[src/rtl/cpu_pkg.sv]
// Shared CPU definitions: default address width, NOP encoding, opcode constants
// and the fetch-stage state type.
package cpu_pkg;

    localparam int ADDR_W_DEF = 12;

    // All-zero word decodes as R-type add $0,$0,$0: harmless when nothing is valid.
    localparam logic [31:0] NOP_INSTR = 32'h0000_0000;

    localparam logic [4:0] OP_RTYPE = 5'b00000;
    localparam logic [4:0] OP_ADDI  = 5'b00101;
    localparam logic [4:0] OP_SW    = 5'b00111;
    localparam logic [4:0] OP_LW    = 5'b01000;

    typedef enum logic [1:0] {
        BOOT  = 2'd0,
        RUN   = 2'd1,
        HELD  = 2'd2,
        FLUSH = 2'd3
    } fetch_state_t;

    function automatic logic [4:0] opcode_of(input logic [31:0] instr);
        return instr[31:27];
    endfunction

endpackage

[src/rtl/fetch_unit_if.sv]
// Instruction-memory bus between the fetch stage (master) and a synchronous
// imem (slave). Handshake: the slave samples addr when rden=1 on a rising edge
// and returns q during the following cycle; there is no back-pressure.
interface fetch_unit_if #(
    parameter int ADDR_W = cpu_pkg::ADDR_W_DEF
);
    logic [ADDR_W-1:0] imem_addr;
    logic              imem_rden;
    logic [31:0]       imem_q;

    modport master (
        output imem_addr,
        output imem_rden,
        input  imem_q
    );

    modport slave (
        input  imem_addr,
        input  imem_rden,
        output imem_q
    );
endinterface

[src/rtl/fetch_skid_buf.sv]
// One-entry skid buffer holding the word that returns from imem while the
// output register is stalled. A full entry is never overwritten.
module fetch_skid_buf
    import cpu_pkg::*;
#(
    parameter int ADDR_W = ADDR_W_DEF
) (
    input  logic              clock,
    input  logic              reset,
    input  logic              load,
    input  logic              unload,
    input  logic              clear,
    input  logic [31:0]       load_data,
    input  logic [ADDR_W-1:0] load_pc,
    output logic              valid,
    output logic [31:0]       data,
    output logic [ADDR_W-1:0] pc
);

    always_ff @(posedge clock or negedge reset) begin
        if (!reset) begin
            valid <= 1'b0;
            data  <= NOP_INSTR;
            pc    <= '0;
        end else if (clear || unload) begin
            valid <= 1'b0;
        end else if (load && !valid) begin
            valid <= 1'b1;
            data  <= load_data;
            pc    <= load_pc;
        end
    end

endmodule

[src/rtl/fetch_unit.sv]
// Instruction-fetch stage: PC register, BOOT/RUN/HELD/FLUSH control, imem
// address/rden mux and the registered instruction presented to decode.
module fetch_unit
    import cpu_pkg::*;
#(
    parameter int                ADDR_W   = ADDR_W_DEF,
    parameter logic [ADDR_W-1:0] RESET_PC = '0
) (
    input  logic              clock,
    input  logic              reset,
    input  logic              stall_i,
    input  logic              redirect_i,
    input  logic [ADDR_W-1:0] redirect_pc_i,
    fetch_unit_if.master      imem,
    output logic              instr_valid_o,
    output logic [31:0]       instr_o,
    output logic [4:0]        opcode_o,
    output logic [ADDR_W-1:0] instr_pc_o,
    output logic [ADDR_W-1:0] pc_plus1_o,
    output fetch_state_t      state_dbg
);

    fetch_state_t      state;
    logic [ADDR_W-1:0] fetch_pc;
    logic              inflight;
    logic [ADDR_W-1:0] inflight_pc;

    logic              advance;
    logic              skid_load;
    logic              skid_unload;
    logic              skid_valid;
    logic [31:0]       skid_data;
    logic [ADDR_W-1:0] skid_pc;

    assign advance = !stall_i || !instr_valid_o;

    // Leaving RUN-like states on a stall parks the returning word in the skid;
    // rden is dropped that same cycle so nothing else is in flight behind it.
    assign skid_load   = !redirect_i && (state != HELD) && !advance && inflight;
    assign skid_unload = !redirect_i && (state == HELD) && !stall_i;

    always_comb begin
        imem.imem_addr = fetch_pc;
        imem.imem_rden = 1'b1;
        if (redirect_i) begin
            imem.imem_addr = redirect_pc_i;
        end else if (state == HELD) begin
            imem.imem_rden = !stall_i;
        end else begin
            imem.imem_rden = advance;
        end
    end

    fetch_skid_buf #(
        .ADDR_W (ADDR_W)
    ) u_skid (
        .clock     (clock),
        .reset     (reset),
        .load      (skid_load),
        .unload    (skid_unload),
        .clear     (redirect_i),
        .load_data (imem.imem_q),
        .load_pc   (inflight_pc),
        .valid     (skid_valid),
        .data      (skid_data),
        .pc        (skid_pc)
    );

    always_ff @(posedge clock or negedge reset) begin
        if (!reset) begin
            state         <= BOOT;
            fetch_pc      <= RESET_PC;
            inflight      <= 1'b0;
            inflight_pc   <= '0;
            instr_valid_o <= 1'b0;
            instr_o       <= NOP_INSTR;
            instr_pc_o    <= '0;
        end else if (redirect_i) begin
            state         <= FLUSH;
            fetch_pc      <= redirect_pc_i + ADDR_W'(1);
            inflight      <= 1'b1;
            inflight_pc   <= redirect_pc_i;
            instr_valid_o <= 1'b0;
            instr_o       <= NOP_INSTR;
        end else begin
            case (state)
                HELD: begin
                    if (!stall_i) begin
                        state         <= RUN;
                        instr_valid_o <= skid_valid;
                        instr_o       <= skid_valid ? skid_data : NOP_INSTR;
                        if (skid_valid) instr_pc_o <= skid_pc;
                        fetch_pc      <= fetch_pc + ADDR_W'(1);
                        inflight      <= 1'b1;
                        inflight_pc   <= fetch_pc;
                    end
                end
                default: begin
                    // BOOT and FLUSH always advance since nothing valid is held.
                    if (advance) begin
                        state         <= RUN;
                        instr_valid_o <= inflight;
                        instr_o       <= inflight ? imem.imem_q : NOP_INSTR;
                        if (inflight) instr_pc_o <= inflight_pc;
                        fetch_pc      <= fetch_pc + ADDR_W'(1);
                        inflight      <= 1'b1;
                        inflight_pc   <= fetch_pc;
                    end else begin
                        state    <= HELD;
                        inflight <= 1'b0;
                    end
                end
            endcase
        end
    end

    assign opcode_o   = opcode_of(instr_o);
    assign pc_plus1_o = instr_pc_o + ADDR_W'(1);
    assign state_dbg  = state;

endmodule

[src/flat_wrapper.sv]
// flat-port wrapper written by rule: the top's interface ports become plain ports
module fetch_unit_flat import cpu_pkg::*;
#(
    parameter int                ADDR_W   = ADDR_W_DEF,
    parameter logic [ADDR_W-1:0] RESET_PC = '0
)
  (clock, reset, stall_i, redirect_i, redirect_pc_i, instr_valid_o, instr_o, opcode_o, instr_pc_o, pc_plus1_o, state_dbg, imem_imem_addr, imem_imem_rden, imem_imem_q);
  fetch_unit_if #(.ADDR_W(ADDR_W)) imem_i ();
  input  logic clock;
  input  logic reset;
  input  logic stall_i;
  input  logic redirect_i;
  input  logic [ADDR_W-1:0] redirect_pc_i;
  output logic instr_valid_o;
  output logic [31:0] instr_o;
  output logic [4:0] opcode_o;
  output logic [ADDR_W-1:0] instr_pc_o;
  output logic [ADDR_W-1:0] pc_plus1_o;
  output fetch_state_t state_dbg;
  output wire logic [$bits(imem_i.imem_addr)-1:0] imem_imem_addr;
  output wire logic [$bits(imem_i.imem_rden)-1:0] imem_imem_rden;
  input wire logic [$bits(imem_i.imem_q)-1:0] imem_imem_q;
  assign imem_imem_addr = imem_i.imem_addr;
  assign imem_imem_rden = imem_i.imem_rden;
  assign imem_i.imem_q = imem_imem_q;
  fetch_unit #(.ADDR_W(ADDR_W), .RESET_PC(RESET_PC)) u_core (.clock(clock), .reset(reset), .stall_i(stall_i), .redirect_i(redirect_i), .redirect_pc_i(redirect_pc_i), .imem(imem_i), .instr_valid_o(instr_valid_o), .instr_o(instr_o), .opcode_o(opcode_o), .instr_pc_o(instr_pc_o), .pc_plus1_o(pc_plus1_o), .state_dbg(state_dbg));
endmodule
[config.mk]
export PLATFORM = sky130hd
export DESIGN_NAME = fetch_unit_flat
export DESIGN_NICKNAME = d
export VERILOG_FILES = /design/src/rtl/cpu_pkg.sv /design/src/rtl/fetch_unit_if.sv /design/src/rtl/fetch_skid_buf.sv /design/src/rtl/fetch_unit.sv /design/src/flat_wrapper.sv
export SDC_FILE = /design/constraint.sdc
export NUM_CORES = 1
export LEC_CHECK = 0
export BUFFER_PORTS_ARGS = -buffer_cell sky130_fd_sc_hd__buf_2
export CAP_MARGIN = 20
export CORE_UTILIZATION = 40
export CTS_BUF_LIST = sky130_fd_sc_hd__clkbuf_16
export DETAILED_ROUTE_END_ITERATION = 12
export GPL_ROUTABILITY_DRIVEN = 1
export PLACE_DENSITY = 0.63
export SYNTH_ARGS = -nofsm -noshare
export SYNTH_HDL_FRONTEND = slang
export SYNTH_SLANG_ARGS = --single-unit
[constraint.sdc]
create_clock -name clock -period 2.1 [get_ports clock]
set_input_delay 0.315 -clock clock [delete_from_list [all_inputs] [get_ports clock]]
set_output_delay 0.315 -clock clock [all_outputs]
set_load 0.005 [all_outputs]
==> impl_metrics.ini, run 1 <==
[drt]
finalWirelength_um = 12500
post_drt_via_cell_ratio = 5.05
drtIter0Drc = 230
dr.pass1.iters = 4
ant_nets = 0
vias = 3966
drcViolationCount = 0
wire_per_inst_um = 15.8

[synthesis]
yosysWarnings = 0
ys_types = 38
synth_area_per_cell_um2 = 11.6
synth_edf_count = 0
synth-async-reset-ratio = 1.00
synth.ff_latch_count = 117
synth_nets = 521
netlist_area_um2 = 5450
ys_seq_area_frac = 0.537
synth_flop_cell = dfrtp_1
synth_cells = 471

[clocking]
root_buffer = clkbuf_16
clk_latency_ns = 0.41
htree_levels = 4
clkTransAtPathRegs_ns = 0.05
cts_tree = built
cts_buffer_depth = 2
numCtsBuffers = 17
clock-sinks = 117

[setup_path]
path_buf_inv = 1
worst_setup_path_end_kind = output pin
worstSetupStartpointType = register
worstSetupPathType = reg -> out
crit_slowest_cell = dfrtp_1
required_ns = 1.78
crit_path_max_fanout = 3
cpPeakStageDelay_ns = 0.34
cp.arrival_ns = 1.68
path_delay_family = simple AND/OR/NAND/NOR gates
crit_chain = and3_1 > and2_4 > and3_4 > nand4_1 > xnor2_1 > buf_2

[global_route]
antenna_found_initial = 0
grt.total_usage = 0.188
grt_overflow = 0
grt_pass1_wl_um = 20400
grt_pass1_vias = 4017
grt_start_max_net_pins = 48

[layout]
nNetsFinal = 647
n_antenna_cell = 0
layout_commonest_cell = buf_2
syn_to_final_growth_pct = 27.6
fin_util = 0.523
final_layout_size_suffix_gt1_frac = 0.416
final_cell_mix = 123 x buf_2, 116 x dfrtp_1, 63 x mux2_2
design_area_um2 = 6960

[timing]
rsz0062_at_grt = yes
fmax_ghz = 0.502
worstMarginPinSlew_ns = 0.459
skew_ns = 0.00917
final-setup-viol-count = 0
slew_headroom = 0.694
finalHoldWorstSlack_ns = 0.147
final_max_slew_viol_count = 0
hold_viol_final = 0
worst_slack_ns = 0.109
period_minus_slack_ns = 1.99
finalCritPeriodShare = 0.948

[pwr]
swShare = 0.260
internal_power_w = 0.00600
total_power_w = 0.00810
powerDensity_nw_per_um2 = 1160
combPwrFrac = 0.208
clock_power_share = 0.389
p_leak_nw = 3.31
power_switching_w = 0.00210
seqPwrFrac = 0.403
ir_worst_vdd_v = 0.000620

[floorplan]
io_pins = 125
start_util = 0.410
die_h_um = 119
core-area_um2 = 13300
rows = 42
die_w_um = 119
dieArea_um2 = 14100

[placement]
post-dp-hpwl_um = 8560
io_buffer_count = 124
place_ws_ns = 0.286
post_dp_cell_area_um2 = 6270
routabilityCongestion = 0.867

[outcome]
outcome = finished clean

[job]
drv_cap = 0

[hold_path]
worstHoldPathType = in -> reg
kinds of logic after synthesis:
group / synth area share
mux: 0.172
compound gates: 0.118
flops: 0.537
fa+ha+maj: 0.00459
xor+xnor: 0.0321
simple gates: 0.0904
buf+inv: 0.0454
metrics by stage:
stage	setup TNS (ns)	std cells
after floorplan	0	471
after global placement	0	750
after detailed placement	0	750
after CTS	0	786
after global routing	-0.0183	786
final	0	786
power groups by stage:
| stage | logic [W] | clock network, W | registers (W) |
|---|---|---|---|
| after global routing | 0.00187 | 0.00333 | 0.00334 |
| after floorplan | 0.00105 | 0 | 0.00321 |
| after CTS | 0.00171 | 0.00322 | 0.00326 |
| after detailed placement | 0.00163 | 0 | 0.00331 |
| after global placement | 0.00159 | 0 | 0.00327 |
| final | 0.00169 | 0.00315 | 0.00326 |
Yosys cell counts, drive strengths merged (5+ instances only):
cell type	count	area share
a211oi	33	0.046
a21oi	14	0.013
a22oi	33	0.046
buf	26	0.030
clkbuf	12	0.0083
dfrtp	117	0.54
inv	11	0.0076
mux2	71	0.15
mux2i	11	0.020
nand2	23	0.016
nand3	8	0.0073
nand4	6	0.0069
nor2	59	0.041
o21ai	5	0.0046
xnor2	14	0.022
xor2	6	0.0096
worst register-to-register path: stages (launching register included):
cell and delay, ns:
dfrtp_1 0.40, nor2b_4 0.21, nor2b_2 0.09, o21bai_1 0.14, a21o_2 0.39, mux2_2 0.39
flip-flops by register name (all words and copies together), names as in the netlist, 2 cells and up:
name and cells:
u_core.fetch_pc 12, u_core.inflight_pc 12, u_core.instr_o 32, u_core.instr_pc_o 12
u_core.state_dbg 2, u_core.u_skid.data 32, u_core.u_skid.pc 12
layer usage:
layer,up-vias,wire length (um),GRT usage
li1,1926,-,-
met1,1910,5630,0.237
met2,114,6060,0.302
met3,16,598,0.0569
met4,0,170,0.0704
met5,-,0,0
worst paths after layout:
check	cells past startpoint	start	end	slack, ns
setup / recovery	6	u_core.instr_pc_o[5]	pc_plus1_o[11]	0.11
hold / removal	2	imem_imem_q[12]	u_core.u_skid.data[12]	0.15
setup reg to reg	5	u_core.state_dbg[0]	u_core.instr_pc_o[5]	0.38
hold reg to reg	1	u_core.u_skid.pc[11]	u_core.u_skid.pc[11]	0.50
max in group asynchronous	3	reset	u_core.u_skid.data[15]	1.10
min in group asynchronous	2	reset	u_core.instr_pc_o[9]	0.40
what timing repair did:
action / CTS / global route
gates resized for setup: 1 / 3
setup buffers: 3 / 0
hold buffers: 1 / 0
setup endpoints to repair: 3 / 3
hold endpoints to repair: 30 / 0
layout make-up:
class                           count  area [um2]
Fill cell                        1161        6340
Sequential cell                   117        2930
Clock inverter                     15         220
Clock buffer                       17         425
Timing Repair Buffer              145         821
Multi-Input combinational cell    305        2300
Tap cell                          176         220
Inverter                           11        43.8
(Power assumes the default switching activity.)
==> run 2, diff against run 1 <==
- SYNTH_HIERARCHICAL: default -> 1
- clock period: 2.1 -> 2.34 ns (I/O delays scaled with it)
==> impl_metrics.ini, run 2 <==
[floorplan]
io_pins = 125
core-area_um2 = 13300
start_util = 0.413
dieArea_um2 = 14200
rows = 42
die_w_um = 119
die_h_um = 119

[layout]
top_regs = u_core/instr_o x32, u_core/u_skid/data x32
layout_commonest_cell = buf_2
fill_cells = 1233
n_antenna_cell = 0
syn_to_final_growth_pct = 22.5
final_layout_size_suffix_gt1_frac = 0.381
fin_util = 0.506
final_cell_mix = 123 x buf_2, 117 x dfrtp_1, 63 x nand2_1
nNetsFinal = 655

[pwr]
p_leak_nw = 3.36
powerDensity_nw_per_um2 = 922
ir_worst_vdd_v = 0.000446

[synthesis]
synth_cells = 482
synth_top_cell_by_area = dfrtp_1
synth_area_per_cell_um2 = 11.4
synth_edf_count = 0
synth.most_common_cell = dfrtp_1
ys_seq_area_frac = 0.531
synthTopCellsByCount = 117 x dfrtp_1, 63 x nand2_1, 51 x mux2i_1
synth-compound-area-share = 0.0918
synth_simple_gate_area_frac = 0.103
yosys-mux-area-fraction = 0.191
synth.ff_latch_count = 117
synth_top_family_by_area = multiplexers
yosysWarnings = 6
yosys-top-cells-area = dfrtp_1 53%, mux2i_1 9.3%, mux2_2 9.2%
synth_nets = 532
synth-async-reset-ratio = 1.00
synth_top_area_frac = 0.531
synth_flop_cell = dfrtp_1
ys_types = 40
netlist_area_um2 = 5510
synth_xor_area_frac = 0.0286
synth_fa_ha_area_frac = 0.00454

[timing]
slew_headroom = 0.579
finalCritPeriodShare = 0.914
worstMarginPinSlew_ns = 0.624
fin_setup_tns_ns = 0
rsz0062_at_grt = no
final_max_slew_viol_count = 0
skew_ns = 0.00881
fmax_ghz = 0.467
hold_viol_final = 0
period_minus_slack_ns = 2.14
final-setup-viol-count = 0

[clocking]
root_buffer = clkbuf_16
clock-sinks = 117
cts-resized-gates = 0
cts_tree = built
htree_levels = 4
numCtsBuffers = 17
cts_setup_buffers = 0
cts_buffer_depth = 2
cts_hold_buf = 1
clk_latency_ns = 0.41
clkTransAtPathRegs_ns = 0.05

[hold_path]
holdPathStages = 2
worstHoldPathType = in -> reg

[drt]
vias = 3923
drtIter0Drc = 198
finalWirelength_um = 11800
drcViolationCount = 0
ant_nets = 0
wire_per_inst_um = 14.9
post_drt_via_cell_ratio = 4.95
dr.pass1.iters = 4

[placement]
routabilityCongestion = 0.831
post-dp-hpwl_um = 8160
io_buffer_count = 124

[setup_path]
r2r_cells = 6
crit_chain = nor2b_4 > o21a_2 > inv_1 > buf_2
crit_cells = 4
crit_path_max_fanout = 12
path_buf_inv = 2
cpPeakStageDelay_ns = 0.40
worst_setup_path_end_kind = output pin
crit_slowest_cell = dfrtp_1
worstSetupPathType = reg -> out
worstSetupStartpointType = register
path_delay_family = buffers and inverters
required_ns = 1.99
cp.arrival_ns = 1.79

[job]
drv_cap = 0

[global_route]
grt_overflow = 0
antenna_found_initial = 0
grt_start_max_net_pins = 59
grt.total_usage = 0.178
grt_pass1_wl_um = 19500
grt_pass1_vias = 3929

[outcome]
outcome = finished clean
[run 2: changes by cell type in the layout (fill, tap and decap cells not counted), moves of 6 or more]
cell       delta
o21ai_0      +10
a211oi_1     -31
bufinv_16     -6
mux2_2       -18
o21ai_2      +27
o21ai_1       +9
buf_4         -8
nor2_1       -25
mux2i_1      +40
nand2_1      +41
a22oi_1      -31
mux2_4        -8
[run 2: path summary, 6_finish.rpt]
check	from	endpoint	slack [ns]
setup / recovery	u_core/state_dbg[1]	imem_imem_rden	0.20
hold / removal	imem_imem_q[15]	u_core/u_skid/data[15]	0.19
setup reg to reg	u_core/state_dbg[0]	u_core/u_skid/data[4]	0.40
hold reg to reg	u_core/instr_o[11]	u_core/instr_o[11]	0.47
max in group asynchronous	reset	u_core/u_skid/data[1]	1.12
min in group asynchronous	reset	u_core/fetch_pc[2]	0.50
[run 2: kinds of logic (layout without fill, tap and decap cells)]
family,count (synthesis),after routing
compound gates,73,73
xor+xnor,18,18
fa+ha+maj,2,2
buf+inv,45,180
flops,117,117
mux,99,99
simple gates,128,128
[run 2: worst reg2reg max path: cells and delay by family (launching register included)]
| kind | cells | cell delay (ns) |
|---|---|---|
| and+or+nand+nor | 4 | 0.62 |
| DFF | 1 | 0.41 |
| muxes | 1 | 0.41 |
| buffers and inverters | 1 | 0.39 |
[run 2: through the flow]
stage / worst slack [ns] / cells / area (um2) / total power [W] / hold slack (ns)
2_1_floorplan: 0.0687 / 482 / 5510 / 0.00363 / 0.0554
3_3_place_gp: 0.302 / 761 / 6260 / 0.00408 / 0.411
3_5_place_dp: 0.204 / 761 / 6260 / 0.00414 / 0.411
4_1_cts: 0.159 / 793 / 6750 / 0.00629 / 0.172
5_1_grt: 0.0631 / 793 / 6750 / 0.00657 / 0.181
6_report: 0.200 / 793 / 6750 / 0.00622 / 0.190
[run 2: power breakdown]
| part | internal [W] | switching [W] | leakage, nW |
|---|---|---|---|
| Clock | 0.00129 | 0.000836 | 0.260 |
| Sequential | 0.00253 | 0.000329 | 1.44 |
| Combinational | 0.000661 | 0.000579 | 1.67 |
[run 2: final cells by class]
class	count	area, um2	area share
clock buffer	17	425	0.0630
inverter	12	45.0	0.00667
tap	176	220	0.0326
timing repair buffer	137	761	0.113
multi-input combinational	320	2310	0.343
sequential	117	2930	0.434
clock inverter	14	57.6	0.00853
[run 2: per-layer routing]
| metal | vias up | routed length (um) | global-route usage |
|---|---|---|---|
| li1 | 1911 | - | - |
| met2 | 86 | 5550 | 0.280 |
| met4 | 0 | 172 | 0.0742 |
| met1 | 1912 | 5510 | 0.228 |
| met5 | - | 0 | 0 |
| met3 | 14 | 594 | 0.0522 |
==> run 3, diff against run 2 <==
- BUFFER_PORTS_ARGS: -buffer_cell sky130_fd_sc_hd__buf_2 -> -buffer_cell sky130_fd_sc_hd__buf_4
==> impl_metrics.ini, run 3 (synthesis results as in run 2) <==
[floorplan]
dieArea_um2 = 14200
start_util = 0.413
core-area_um2 = 13300
rows = 42
io_pins = 125
die_h_um = 119
die_w_um = 119

[setup_path]
cpPeakStageDelay_ns = 0.44
crit_path_max_fanout = 6
worstSetupPathType = reg -> out
crit_chain = and3_1 > nand2_1 > nor4_1 > xor2_1 > buf_4
r2r_cells = 6
required_ns = 1.99
worstSetupStartpointType = register
worst_setup_path_end_kind = output pin
crit_slowest_cell = dfrtp_1
cp.arrival_ns = 1.80

[clocking]
cts-resized-gates = 0
cts_setup_buffers = 0
cts_hold_buf = 1
htree_levels = 4
cts_tree = built
clkTransAtPathRegs_ns = 0.05
root_buffer = clkbuf_16
clk_latency_ns = 0.41
cts_buffer_depth = 2
numCtsBuffers = 17
clock-sinks = 117

[placement]
post-dp-hpwl_um = 8360
routabilityCongestion = 0.823
io_buffer_count = 124
post_dp_cell_area_um2 = 6550

[drt]
drtIter0Drc = 141
finalWirelength_um = 12200
met1_length_um = 5330
dr.pass1.iters = 4
wl_met2_um = 6050
routed.top_layer = met4
post_drt_via_cell_ratio = 5.06
drcViolationCount = 0
wl_met3_um = 723
ant_nets = 0
vias = 4014
wire_per_inst_um = 15.4

[layout]
layout_commonest_cell = buf_4
fin_util = 0.536
top_regs = u_core/instr_o x32, u_core/u_skid/data x32
final_cell_mix = 134 x buf_4, 117 x dfrtp_1, 63 x nand2_1
nNetsFinal = 655
final_layout_size_suffix_gt1_frac = 0.391
n_antenna_cell = 0
syn_to_final_growth_pct = 29.9
design_area_um2 = 7150

[pwr]
internal_power_w = 0.00506
swShare = 0.262
power_switching_w = 0.00179
clock_power_share = 0.380
ir_worst_vdd_v = 0.000546
p_leak_nw = 3.47
seqPwrFrac = 0.418
combPwrFrac = 0.201
total_power_w = 0.00686
powerDensity_nw_per_um2 = 959

[global_route]
antenna_found_initial = 0
grt_pass1_wl_um = 20300
grt.total_usage = 0.184
grt_start_max_net_pins = 54
grt_pass1_vias = 4019
grt_overflow = 0

[outcome]
outcome = finished clean

[job]
drv_cap = 0

[timing]
rsz0062_at_grt = no
finalCritPeriodShare = 0.920
fmax_ghz = 0.465
fin_setup_tns_ns = 0
hold_viol_final = 0
skew_ns = 0.00643
worstMarginPinSlew_ns = 0.634
period_minus_slack_ns = 2.15
final-setup-viol-count = 0
slew_headroom = 0.573
final_max_slew_viol_count = 0

[hold_path]
holdPathStages = 2
worstHoldPathType = in -> reg
## run 3: changes by cell type in the layout (fill, tap and decap cells not counted), sizes merged
cell,before,now
bufinv,0,4
clkinvlp,0,1
clkinv,9,8
inv,17,13
## run 3: worst paths after layout
check / from / end / slack, ns
min: imem_imem_q[21] / u_core/u_skid/data[21] / 0.18
max: u_core/instr_pc_o[2] / pc_plus1_o[11] / 0.19
min in group asynchronous: reset / u_core/fetch_pc[1] / 0.48
max in group asynchronous: reset / u_core/instr_o[17] / 1.15
min reg2reg: u_core/fetch_pc[6] / u_core/fetch_pc[6] / 0.47
max reg2reg: u_core/state_dbg[0] / u_core/u_skid/data[3] / 0.41
## run 3: critical path, delay by kind of cell, from the launching register on
family                    cells  cell delay, ns
xor gates and xnor gates      1            0.17
buffers and inverters         1            0.13
DFF                           1            0.44
and+or+nand+nor               3            0.66
## run 3: cell type report
cell class | instances | area, um2
Multi-Input combinational cell | 320 | 2310
Clock inverter | 14 | 168
Fill cell | 1206 | 6190
Inverter | 12 | 45.0
Clock buffer | 17 | 425
Tap cell | 176 | 220
Sequential cell | 117 | 2930
Timing Repair Buffer | 137 | 1060
## run 3: power groups by stage
| stage | Sequential (W) | Combinational [W] | Clock, W |
|---|---|---|---|
| after CTS | 0.00287 | 0.00140 | 0.00267 |
| after global routing | 0.00294 | 0.00152 | 0.00278 |
| after detailed placement | 0.00290 | 0.00140 | 0 |
| after floorplan | 0.00281 | 0.000817 | 0 |
| final | 0.00287 | 0.00138 | 0.00261 |
| after global placement | 0.00287 | 0.00135 | 0 |
## run 3: per-stage QoR
step	setup slack [ns]	std cells	hold WS, ns
after global routing	0.0200	793	0.165
after global placement	0.303	761	0.376
after detailed placement	0.259	761	0.384
after floorplan	0.0687	482	0.0554
after CTS	0.160	793	0.158
final	0.187	793	0.178
## run 3: metal layers
| layer | GRT usage | vias to the layer above |
|---|---|---|
| li1 | - | 1900 |
| met1 | 0.228 | 2000 |
| met2 | 0.299 | 102 |
| met3 | 0.0594 | 12 |
| met4 | 0.0680 | 0 |
| met5 | 0 | - |
